<file path="config.mk">
export PLATFORM = sky130hd
export DESIGN_NAME = scoreboard_flat
export DESIGN_NICKNAME = d
export VERILOG_FILES = /design/src/rtl/scoreboard_pkg.sv /design/src/rtl/scoreboard_if.sv /design/src/rtl/scoreboard_operand.sv /design/src/rtl/scoreboard.sv /design/src/flat_wrapper.sv
export SDC_FILE = /design/constraint.sdc
export NUM_CORES = 1
export LEC_CHECK = 0
export BUFFER_PORTS_ARGS = -buffer_cell sky130_fd_sc_hd__clkbuf_2
export CAP_MARGIN = 20
export CORE_MARGIN = 2
export CORE_UTILIZATION = 40
export DETAILED_ROUTE_END_ITERATION = 8
export HOLD_SLACK_MARGIN = 0.05
export PLACE_DENSITY = 0.71
export SLEW_MARGIN = 20
export SYNTH_ARGS = -nofsm -noshare
export SYNTH_HDL_FRONTEND = slang
export SYNTH_HIERARCHICAL = 1
export SYNTH_SLANG_ARGS = --single-unit
</file>
<file path="constraint.sdc">
create_clock -name clock -period 3.1 [get_ports clock]
set_clock_uncertainty 0.15 [all_clocks]
set_input_delay 0.155 -clock clock [delete_from_list [all_inputs] [get_ports clock]]
set_output_delay 0.155 -clock clock [all_outputs]
set_load 0.03 [all_outputs]
</file>
<file path="src/rtl/scoreboard_pkg.sv">
// Shared types and constants for the register-hazard scoreboard.
package scoreboard_pkg;

  localparam int REG_AW = 5;

  localparam logic [1:0] FWD_REG = 2'b00;
  localparam logic [1:0] FWD_EXE = 2'b01;
  localparam logic [1:0] FWD_CMP = 2'b10;

  typedef struct packed {
    logic              issue_valid;
    logic              issue_rden1;
    logic [REG_AW-1:0] issue_raddr1;
    logic              issue_rden2;
    logic [REG_AW-1:0] issue_raddr2;
    logic              issue_wren;
    logic [REG_AW-1:0] issue_waddr;
    logic              issue_long;
    logic              execute_wren;
    logic [REG_AW-1:0] execute_waddr;
    logic              complete_valid;
    logic [REG_AW-1:0] complete_waddr;
    logic              flush;
  } scoreboard_in_type;

  typedef struct packed {
    logic       stall;
    logic [1:0] fwd_sel1;
    logic [1:0] fwd_sel2;
    logic       busy;
  } scoreboard_out_type;

endpackage

</file>
<file path="src/rtl/scoreboard_if.sv">
// Decode/execute/writeback view of the scoreboard; master is the pipeline side.
interface scoreboard_if;
  import scoreboard_pkg::*;

  logic              issue_valid;
  logic              issue_rden1;
  logic [REG_AW-1:0] issue_raddr1;
  logic              issue_rden2;
  logic [REG_AW-1:0] issue_raddr2;
  logic              issue_wren;
  logic [REG_AW-1:0] issue_waddr;
  logic              issue_long;
  logic              execute_wren;
  logic [REG_AW-1:0] execute_waddr;
  logic              complete_valid;
  logic [REG_AW-1:0] complete_waddr;
  logic              flush;
  logic              stall;
  logic [1:0]        fwd_sel1;
  logic [1:0]        fwd_sel2;
  logic              busy;

  modport master (
    output issue_valid, issue_rden1, issue_raddr1, issue_rden2, issue_raddr2,
           issue_wren, issue_waddr, issue_long, execute_wren, execute_waddr,
           complete_valid, complete_waddr, flush,
    input  stall, fwd_sel1, fwd_sel2, busy
  );

  modport slave (
    input  issue_valid, issue_rden1, issue_raddr1, issue_rden2, issue_raddr2,
           issue_wren, issue_waddr, issue_long, execute_wren, execute_waddr,
           complete_valid, complete_waddr, flush,
    output stall, fwd_sel1, fwd_sel2, busy
  );

endinterface

</file>
<file path="src/rtl/scoreboard_operand.sv">
// Hazard and forwarding-source decision for one source operand.
module scoreboard_operand
  import scoreboard_pkg::*;
#(
  parameter int NREG = 32
) (
  input  logic              rden,
  input  logic [REG_AW-1:0] raddr,
  input  logic [NREG-1:0]   pending,
  input  logic              execute_wren,
  input  logic [REG_AW-1:0] execute_waddr,
  input  logic              complete_valid,
  input  logic [REG_AW-1:0] complete_waddr,
  output logic              hazard,
  output logic [1:0]        sel
);

  // A same-cycle completion outranks the pending bit it is about to clear.
  always_comb begin
    hazard = 1'b0;
    sel    = FWD_REG;
    if (rden && raddr != '0) begin
      if (complete_valid && complete_waddr == raddr) begin
        sel = FWD_CMP;
      end else if (pending[raddr]) begin
        hazard = 1'b1;
      end else if (execute_wren && execute_waddr == raddr) begin
        sel = FWD_EXE;
      end
    end
  end

endmodule

</file>
<file path="src/rtl/scoreboard.sv">
// Register-hazard scoreboard: pending-destination vector, long-op counter,
// issue stall and per-operand forwarding selects.
module scoreboard
  import scoreboard_pkg::*;
#(
  parameter int NREG   = 32,
  parameter int MAXOUT = 4    // 1..15, bounded by the 4-bit counter
) (
  input  logic       clock,
  input  logic       reset,
  scoreboard_if.slave sb
);

  localparam int              CW      = 4;
  localparam logic [CW-1:0]   MAX_CNT = CW'(MAXOUT);

  scoreboard_in_type  sin;
  scoreboard_out_type sout;

  logic [NREG-1:0] pending, pending_nxt;
  logic [CW-1:0]   count, count_nxt;
  logic            hazard1, hazard2;
  logic [1:0]      sel1, sel2;
  logic            cmp_hit_w, waw, full, accept, set_pend;

  function automatic logic [CW-1:0] step_count(input logic [CW-1:0] c,
                                                input logic inc, input logic dec);
    if (dec && !inc && c == '0) return '0;
    return c + {{(CW-1){1'b0}}, inc} - {{(CW-1){1'b0}}, dec};
  endfunction

  always_comb begin
    sin.issue_valid    = sb.issue_valid;
    sin.issue_rden1    = sb.issue_rden1;
    sin.issue_raddr1   = sb.issue_raddr1;
    sin.issue_rden2    = sb.issue_rden2;
    sin.issue_raddr2   = sb.issue_raddr2;
    sin.issue_wren     = sb.issue_wren;
    sin.issue_waddr    = sb.issue_waddr;
    sin.issue_long     = sb.issue_long;
    sin.execute_wren   = sb.execute_wren;
    sin.execute_waddr  = sb.execute_waddr;
    sin.complete_valid = sb.complete_valid;
    sin.complete_waddr = sb.complete_waddr;
    sin.flush          = sb.flush;
  end

  scoreboard_operand #(.NREG(NREG)) u_op1 (
    .rden(sin.issue_rden1), .raddr(sin.issue_raddr1), .pending(pending),
    .execute_wren(sin.execute_wren), .execute_waddr(sin.execute_waddr),
    .complete_valid(sin.complete_valid), .complete_waddr(sin.complete_waddr),
    .hazard(hazard1), .sel(sel1)
  );

  scoreboard_operand #(.NREG(NREG)) u_op2 (
    .rden(sin.issue_rden2), .raddr(sin.issue_raddr2), .pending(pending),
    .execute_wren(sin.execute_wren), .execute_waddr(sin.execute_waddr),
    .complete_valid(sin.complete_valid), .complete_waddr(sin.complete_waddr),
    .hazard(hazard2), .sel(sel2)
  );

  // A completion frees its slot in the same cycle, so it lifts both WAW and full.
  assign cmp_hit_w = sin.complete_valid && sin.complete_waddr == sin.issue_waddr;
  assign waw       = sin.issue_wren && sin.issue_long && sin.issue_waddr != '0 &&
                     pending[sin.issue_waddr] && !cmp_hit_w;
  assign full      = sin.issue_long && count == MAX_CNT && !sin.complete_valid;

  assign sout.stall    = sin.issue_valid && !sin.flush &&
                         (hazard1 || hazard2 || waw || full);
  assign sout.fwd_sel1 = sel1;
  assign sout.fwd_sel2 = sel2;
  assign sout.busy     = count != '0;

  assign accept   = sin.issue_valid && !sout.stall && !sin.flush;
  assign set_pend = accept && sin.issue_long && sin.issue_wren && sin.issue_waddr != '0;

  always_comb begin
    pending_nxt = pending;
    count_nxt   = count;
    if (sin.flush) begin
      pending_nxt = '0;
      count_nxt   = '0;
    end else begin
      if (sin.complete_valid) pending_nxt[sin.complete_waddr] = 1'b0;
      if (set_pend)           pending_nxt[sin.issue_waddr]    = 1'b1;
      pending_nxt[0] = 1'b0;
      count_nxt = step_count(count, accept && sin.issue_long, sin.complete_valid);
    end
  end

  always_ff @(posedge clock or negedge reset) begin
    if (!reset) begin
      pending <= '0;
      count   <= '0;
    end else begin
      pending <= pending_nxt;
      count   <= count_nxt;
    end
  end

  assign sb.stall    = sout.stall;
  assign sb.fwd_sel1 = sout.fwd_sel1;
  assign sb.fwd_sel2 = sout.fwd_sel2;
  assign sb.busy     = sout.busy;

  // Completing with nothing outstanding is a pipeline bug upstream.
  property no_underflow;
    @(posedge clock) disable iff (!reset)
      !(sin.complete_valid && !sin.flush && count == '0);
  endproperty
  assert property (no_underflow);

endmodule

</file>
<file path="src/flat_wrapper.sv">
// flat-port wrapper written by rule: the top's interface ports become plain ports
module scoreboard_flat import scoreboard_pkg::*;
#(
  parameter int NREG   = 32,
  parameter int MAXOUT = 4                                          
)
  (clock, reset, sb_issue_valid, sb_issue_rden1, sb_issue_raddr1, sb_issue_rden2, sb_issue_raddr2, sb_issue_wren, sb_issue_waddr, sb_issue_long, sb_execute_wren, sb_execute_waddr, sb_complete_valid, sb_complete_waddr, sb_flush, sb_stall, sb_fwd_sel1, sb_fwd_sel2, sb_busy);
  scoreboard_if sb_i ();
  input  logic clock;
  input  logic reset;
  input wire logic [$bits(sb_i.issue_valid)-1:0] sb_issue_valid;
  input wire logic [$bits(sb_i.issue_rden1)-1:0] sb_issue_rden1;
  input wire logic [$bits(sb_i.issue_raddr1)-1:0] sb_issue_raddr1;
  input wire logic [$bits(sb_i.issue_rden2)-1:0] sb_issue_rden2;
  input wire logic [$bits(sb_i.issue_raddr2)-1:0] sb_issue_raddr2;
  input wire logic [$bits(sb_i.issue_wren)-1:0] sb_issue_wren;
  input wire logic [$bits(sb_i.issue_waddr)-1:0] sb_issue_waddr;
  input wire logic [$bits(sb_i.issue_long)-1:0] sb_issue_long;
  input wire logic [$bits(sb_i.execute_wren)-1:0] sb_execute_wren;
  input wire logic [$bits(sb_i.execute_waddr)-1:0] sb_execute_waddr;
  input wire logic [$bits(sb_i.complete_valid)-1:0] sb_complete_valid;
  input wire logic [$bits(sb_i.complete_waddr)-1:0] sb_complete_waddr;
  input wire logic [$bits(sb_i.flush)-1:0] sb_flush;
  output wire logic [$bits(sb_i.stall)-1:0] sb_stall;
  output wire logic [$bits(sb_i.fwd_sel1)-1:0] sb_fwd_sel1;
  output wire logic [$bits(sb_i.fwd_sel2)-1:0] sb_fwd_sel2;
  output wire logic [$bits(sb_i.busy)-1:0] sb_busy;
  assign sb_i.issue_valid = sb_issue_valid;
  assign sb_i.issue_rden1 = sb_issue_rden1;
  assign sb_i.issue_raddr1 = sb_issue_raddr1;
  assign sb_i.issue_rden2 = sb_issue_rden2;
  assign sb_i.issue_raddr2 = sb_issue_raddr2;
  assign sb_i.issue_wren = sb_issue_wren;
  assign sb_i.issue_waddr = sb_issue_waddr;
  assign sb_i.issue_long = sb_issue_long;
  assign sb_i.execute_wren = sb_execute_wren;
  assign sb_i.execute_waddr = sb_execute_waddr;
  assign sb_i.complete_valid = sb_complete_valid;
  assign sb_i.complete_waddr = sb_complete_waddr;
  assign sb_i.flush = sb_flush;
  assign sb_stall = sb_i.stall;
  assign sb_fwd_sel1 = sb_i.fwd_sel1;
  assign sb_fwd_sel2 = sb_i.fwd_sel2;
  assign sb_busy = sb_i.busy;
  scoreboard #(.NREG(NREG), .MAXOUT(MAXOUT)) u_core (.clock(clock), .reset(reset), .sb(sb_i));
endmodule
</file>
======== After elaboration in Yosys (flattened, before gate mapping) ========
Cells that the tools add are included.
word-level totals
  register bits ........................... 36
  input port bits ......................... 35
  output and inout port bits .............. 6
  logic and storage cells ................. 89
cells by class
  add/sub/neg operators ................... 2
  order comparisons ....................... 6
  eq/ne operators ......................... 6
  multiplexer cells ....................... 33
  bitwise logic cells ..................... 3
  reductions and logical operators ........ 37
operators by type and width
  kind                count
  $mux 32             4
  $and 32x32->32      1
  $not 32->32         1
  $or 32x32->32       1
  $eq 5x5->1          5
  $logic_and 1x1->1   24
  $lt 5x6->1 const B  4
  $mux 1              17
  $bmux 1 s5          3
  $reduce_bool 5->1   3
  $mux 4              3
  $demux 1 s5         2
  $ge 5x1->1 const B  2
  $mux 2              4
  $logic_not 1->1     5
  $add 4x1->4         1
  $eq 4x3->1 const B  1
  $logic_not 4->1     1
  $reduce_bool 4->1   1
  $sub 4x1->4         1
  $logic_or 1x1->1    3

======== Logic depth before layout (Yosys ltp) ========
  depth in word-level cells ............... 20
  mapped depth ............................ 17
  depth with buffers taken out ............ 15

======== Hierarchy ========
Netlist, hierarchy kept.
by module, submodules not included
  module                              instances  cells each  area each (sq um)
  scoreboard                          1          261         2,324.7
  scoreboard_operand at u_core.u_op2  1          51          529.3
  scoreboard_operand at u_core.u_op1  1          55          526.8

======== Least setup slack after synthesis ========
OpenSTA, ideal clock, no wires.
  path kind ............................... flip-flop to flip-flop
  from .................................... register u_core.pending[19]
  to ...................................... register u_core.count[2]
  setup time .............................. 0.119 ns
  arrival time ............................ 2.969 ns
  required time ........................... 2.831 ns
  path slack .............................. -0.137 ns
  cell stages (with the launch flop) ...... 13
  buffers on the path ..................... 0
  clock period less this slack ............ 3.237 ns
  cell sequence ........................... dfrtp_1 -> mux2_1 -> and3_1 -> o41a_1 -> nor4b_4 -> o41a_1 -> nand3_1 -> ha_1 -> inv_1 -> ha_1 -> fa_1 -> xnor2_1 -> nor2_1
between the ends
  word-level cells in the longest chain between the ends .. 20
  elaborated cells between the ends (all ways) .. 31
  classes of those cells .................. add/sub (2); mux (16); reduce/logical (13)
ends and longest elaborated chain
  element                                                              RTL line                  source
  from (decl)                                                          scoreboard.sv:20          logic [NREG-1:0] pending, pending_nxt;
  from (signal assigned)                                               scoreboard.sv:96          pending <= pending_nxt;
  $bmux 1 s5                                                           scoreboard_operand.sv:25  end else if (pending[raddr]) begin
  $mux 1 (not written as such)                                         scoreboard_operand.sv:25
  $mux 1                                                               scoreboard_operand.sv:25
  $mux 1                                                               scoreboard_operand.sv:23  if (complete_valid && complete_waddr == raddr) begin
  $mux 1                                                               scoreboard_operand.sv:22  if (rden && raddr != '0) begin
  $logic_or 1x1->1                                                     scoreboard.sv:69          (hazard1 || hazard2 || waw || full);
  $logic_or 1x1->1 (*) (2 in series)                                   scoreboard.sv:69
  $logic_and 1x1->1 (*)                                                scoreboard.sv:68          assign sout.stall = sin.issue_valid && !sin.flush &&
  $logic_not 1->1 (*)                                                  scoreboard.sv:74          assign accept = sin.issue_valid && !sout.stall && !sin.flush;
  $logic_and 1x1->1 (*) (2 in series)                                  scoreboard.sv:74
  $logic_and 1x1->1 (*)                                                scoreboard.sv:87          count_nxt = step_count(count, accept && sin.issue_long, sin.complete_valid);
  parallel branches: the longest is 5 deep, another holds $add 4x1->4  -
  $mux 4 (*)                                                           scoreboard.sv:29          return c + {{(CW-1){1'b0}}, inc} - {{(CW-1){1'b0}}, dec};
  $mux 4 (*)                                                           scoreboard.sv:80          if (sin.flush) begin
  named net u_core.count_nxt[2]                                        scoreboard.sv:21          logic [CW-1:0] count, count_nxt;
  to (signal assigned)                                                 scoreboard.sv:97          count <= count_nxt;
  to (decl)                                                            scoreboard.sv:21
Mark *: on every way through the listed nets, which the timed path passes. The select of a mux whose other input is x is not followed.

======== Final worst setup path ========
  from .................................... register u_core.pending[19]
  to ...................................... register u_core.count[2]
between the ends
  word-level cells in the longest chain between the ends .. 20
  elaborated cells between the ends (all ways) .. 31
  classes of those cells .................. add/sub (2); mux (16); reduce/logical (13)
ends and longest elaborated chain
  element                                                              RTL line                  source
  $bmux 1 s5 (*)                                                       scoreboard_operand.sv:25
  $mux 1 (not written as such) (*)                                     scoreboard_operand.sv:25
  $mux 1 (*)                                                           scoreboard_operand.sv:25
  $mux 1 (*)                                                           scoreboard_operand.sv:23
  $mux 1 (*)                                                           scoreboard_operand.sv:22
  named net u_core.hazard1                                             scoreboard.sv:22          logic hazard1, hazard2;
  $logic_or 1x1->1 (*) (3 in series)                                   scoreboard.sv:69
  $logic_and 1x1->1 (*)                                                scoreboard.sv:68
  $logic_not 1->1 (*)                                                  scoreboard.sv:74
  $logic_and 1x1->1 (*) (2 in series)                                  scoreboard.sv:74
  $logic_and 1x1->1 (*)                                                scoreboard.sv:87
  parallel branches: the longest is 5 deep, another holds $add 4x1->4  -
  $mux 4 (*)                                                           scoreboard.sv:29
  $mux 4 (*)                                                           scoreboard.sv:80
  named net u_core.count_nxt[2]                                        scoreboard.sv:21
Marks and branches as above.

==> metrics.yaml <==
global_routing:
  antenna_found_initial: 0
  grt_pass1_wl_microns: 17120
  grtUsageTotal_pct: 24.67
  grt_max_degree: 36
  globalRoute.totalOverflow: 0
  grt_pass1_vias: 3433
pwr:
  switching_power_uw: 427.9
  peakVddDrop_mv: 0.1880
  clockPowerShare_pct: 27.9
  p_leak_nw: 1.968
  pwr-share-seq_pct: 37.1
  p_int_uw: 882.4
  combPwrFrac_pct: 35.0
  p_per_area_nw_per_um2: 292.8
  switching_share_pct: 32.65
yosys:
  synth_cell_type_count: 66
  ys_ff_latch: 35
  synth_compound_area_share_pct: 16.25
  synthAdderAreaFrac_pct: 3.183
  synth_area_leader_cell: "dfrtp_1"
  yosysWarnings: 6
  synth-simple-area-share_pct: 24.35
  synth-edff-count: 0
  muxShareOfSynthArea_pct: 17.36
  ys_seq_area_share_pct: 25.91
  postSynthCellCount: 367
  synthArstFlopShare_pct: 100.0
  syn_area_sq_um: 3381
  synth_top_area_share_pct: 25.91
  synth_flop_cell: "dfrtp_1"
  synth_top_cells_by_area: "dfrtp_1 26%, mux4_2 6.7%, xor2_1 5.2%"
  synth_top_family_by_area: "simple AND/OR/NAND/NOR gates"
  synthXorXnorAreaFrac_pct: 6.995
  avgSynthCellArea_sq_um: 9.212
cells_and_area:
  final_common_cell: "buf_4"
  layout-drive-gt1-share_pct: 41.77
  fill_cells: 699
  nets: 516
  multi_input_area_sq_um: 2485
  ff_latch_area_sq_um: 877.1
  antenna_cells: 0
  stdcell_area_sq_um: 4474
  area_growth_pct: 32.35
  mostFrequentLayoutCells: "79 x buf_4, 39 x clkbuf_2, 34 x dfrtp_1, 30 x nand2_1, 25 x nor2b_1"
hold_path:
  hold_start: "sb_issue_waddr[3]"
  hold_depth: 3
  min_to: "u_core/pending[30]"
  hp-class: "input port to flop"
die:
  dieWidth_microns: 95.94
  die_area_sq_um: 9204
  die_y_microns: 95.94
  io_pins: 41
  rows: 33
  initial_core_util_pct: 41.15
  core_sq_um: 8217
timing:
  slew_headroom_pct: 40.79
  tightestPinTransition_ns: 0.8881
  min_period_over_period_pct: 110.5
  grt_setup_unrepaired: "true"
  setup_violations: 12
  fin_crit_ns: 3.425
  max_freq_mhz: 292.0
  hold_violations: 0
  finalSetupTns_ns: -1.437
  setup_slack_ns: -0.3252
  slew_viol_final: 0
cts:
  clk_pin_slew_ns: 0.07
  numCtsBuffers: 5
  htreeDepth: 2
  clockRootBuffer: "clkbuf_8"
  cts_tree: "built"
  clkLatencyLatePin_ns: 0.29
  clock-sinks: 35
  cts_buffer_depth: 2
route:
  vias: 3456
  drt_pass1_iterations: 5
  avgViaCountPerCell: 5.969
  antenna_left: 0
  drt_wl_total_microns: 11010
  routedWlPerCell_microns: 19.02
  drc_errors: 0
  drt_iter0_markers: 356
place:
  dp_hpwl_microns: 8232
  place_area_sq_um: 4133
  io_buffers: 40
  pre_cts_slack_ns: -0.4164
  gp_congestion: 1.005
setup_path:
  r2r-start: "u_core/pending[19]"
  end_kind: "flop"
  path_max_fanout: 3
  rrSetupSlack_ns: -0.33
  criticalPathCategory: "flop to flop"
  required_ns: 3.13
  start_kind: "flop"
  crit_arrival_ns: 3.46
  r2r_end: "u_core/count[2]"
  r2r_cells: 14
status:
  violations: "setup timing"
  status: "finished, violations left"
flow_run:
  cap_viol_max_count: 0
## through the flow
stage	total power [mW]	hold slack, ns	std cells	utilization, %
CTS	1.301	0.1572	574	52.72
global placement	0.9007	0.1675	563	50.30
finish	1.310	0.1953	579	54.45
global route	1.393	0.2284	579	54.45
detailed placement	0.9112	0.1690	563	50.30
floorplan	0.7628	-0.2906	368	-
## state kept, by name, summed over array words and instances (netlist names)
signal / cells
u_core/count: 4
u_core/pending: 31
## synth_stat cells (6+ instances only)
cell      instances
nor3_1            8
nand3b_1         18
mux4_1            6
xor2_1           20
nor4_1            8
ha_1              7
mux4_2           10
xnor2_1           7
o21ai_1          16
nand2_1          30
nor2b_1          25
clkbuf_1         12
inv_1            12
nor2_1           13
o21ai_0          34
nand3_1          11
mux2i_1          11
dfrtp_1          35
## final cells by class
type | instances | area share, %
multi-input combinational | 296 | 55.54
sequential | 35 | 19.60
timing repair buffer | 122 | 18.60
tap | 105 | 2.936
clock buffer | 8 | 2.237
inverter | 13 | 1.091
## layer usage
metal	vias to the layer above	global-route usage (%)	part of all wire, %	routed length, microns
li1	1565	-	-	-
met1	1691	28.64	38	4195
met2	162	43.24	52	5677
met3	38	3.915	6.6	723
met4	0	13.69	3.8	415
met5	-	0	0	0
## power by group through the flow
stage	Combinational [mW]	Sequential (mW)	Clock (mW)
floorplan	0.272	0.490	0
global placement	0.408	0.493	0
detailed placement	0.418	0.493	0
CTS	0.442	0.486	0.374
global route	0.502	0.488	0.403
finish	0.459	0.486	0.365
## kinds of logic (layout without fill, tap and decap cells)
logic type / Yosys count / in the layout
simple gates: 142 / 142
compound gates: 82 / 82
buf+inv: 37 / 143
mux: 35 / 35
flops: 35 / 35
xor+xnor: 27 / 27
fa+ha+maj: 8 / 8
other cells: 1 / 2
## how the worst max path moves through the flow
stage | start | end | slack (ns) | cells after the start
detailed placement | sb_issue_raddr1[0] | u_core/count[1] | -0.42 | 15
CTS | u_core/pending[27] | u_core/count[1] | -0.27 | 13
floorplan | u_core/pending[19] | u_core/count[1] | -0.10 | 13
finish | u_core/pending[19] | u_core/count[2] | -0.33 | 14
global route | u_core/pending[19] | u_core/count[2] | -0.46 | 14
global placement | sb_issue_raddr1[0] | u_core/count[1] | -0.36 | 15
## worst max-delay path, cell delays in order, from the launching register on
cell	delay, ns
dfrtp_1	0.40
mux4_2	0.48
a31oi_2	0.17
a21boi_2	0.09
a2111oi_4	0.40
nor3_2	0.09
nor2_2	0.17
o41a_1	0.21
nand3_2	0.11
ha_4	0.29
inv_2	0.03
ha_4	0.15
fa_2	0.35
xnor2_2	0.16
nor2_1	0.06
## repair_timing
action,in CTS,in global routing
setup buffers,2,5
resized for setup,24,33
pin swaps,10,26
endpoints found under the setup margin,20,34
hold buffers,1,0
hold endpoints to repair,35,0
Power figures use the tool's default switching activity.
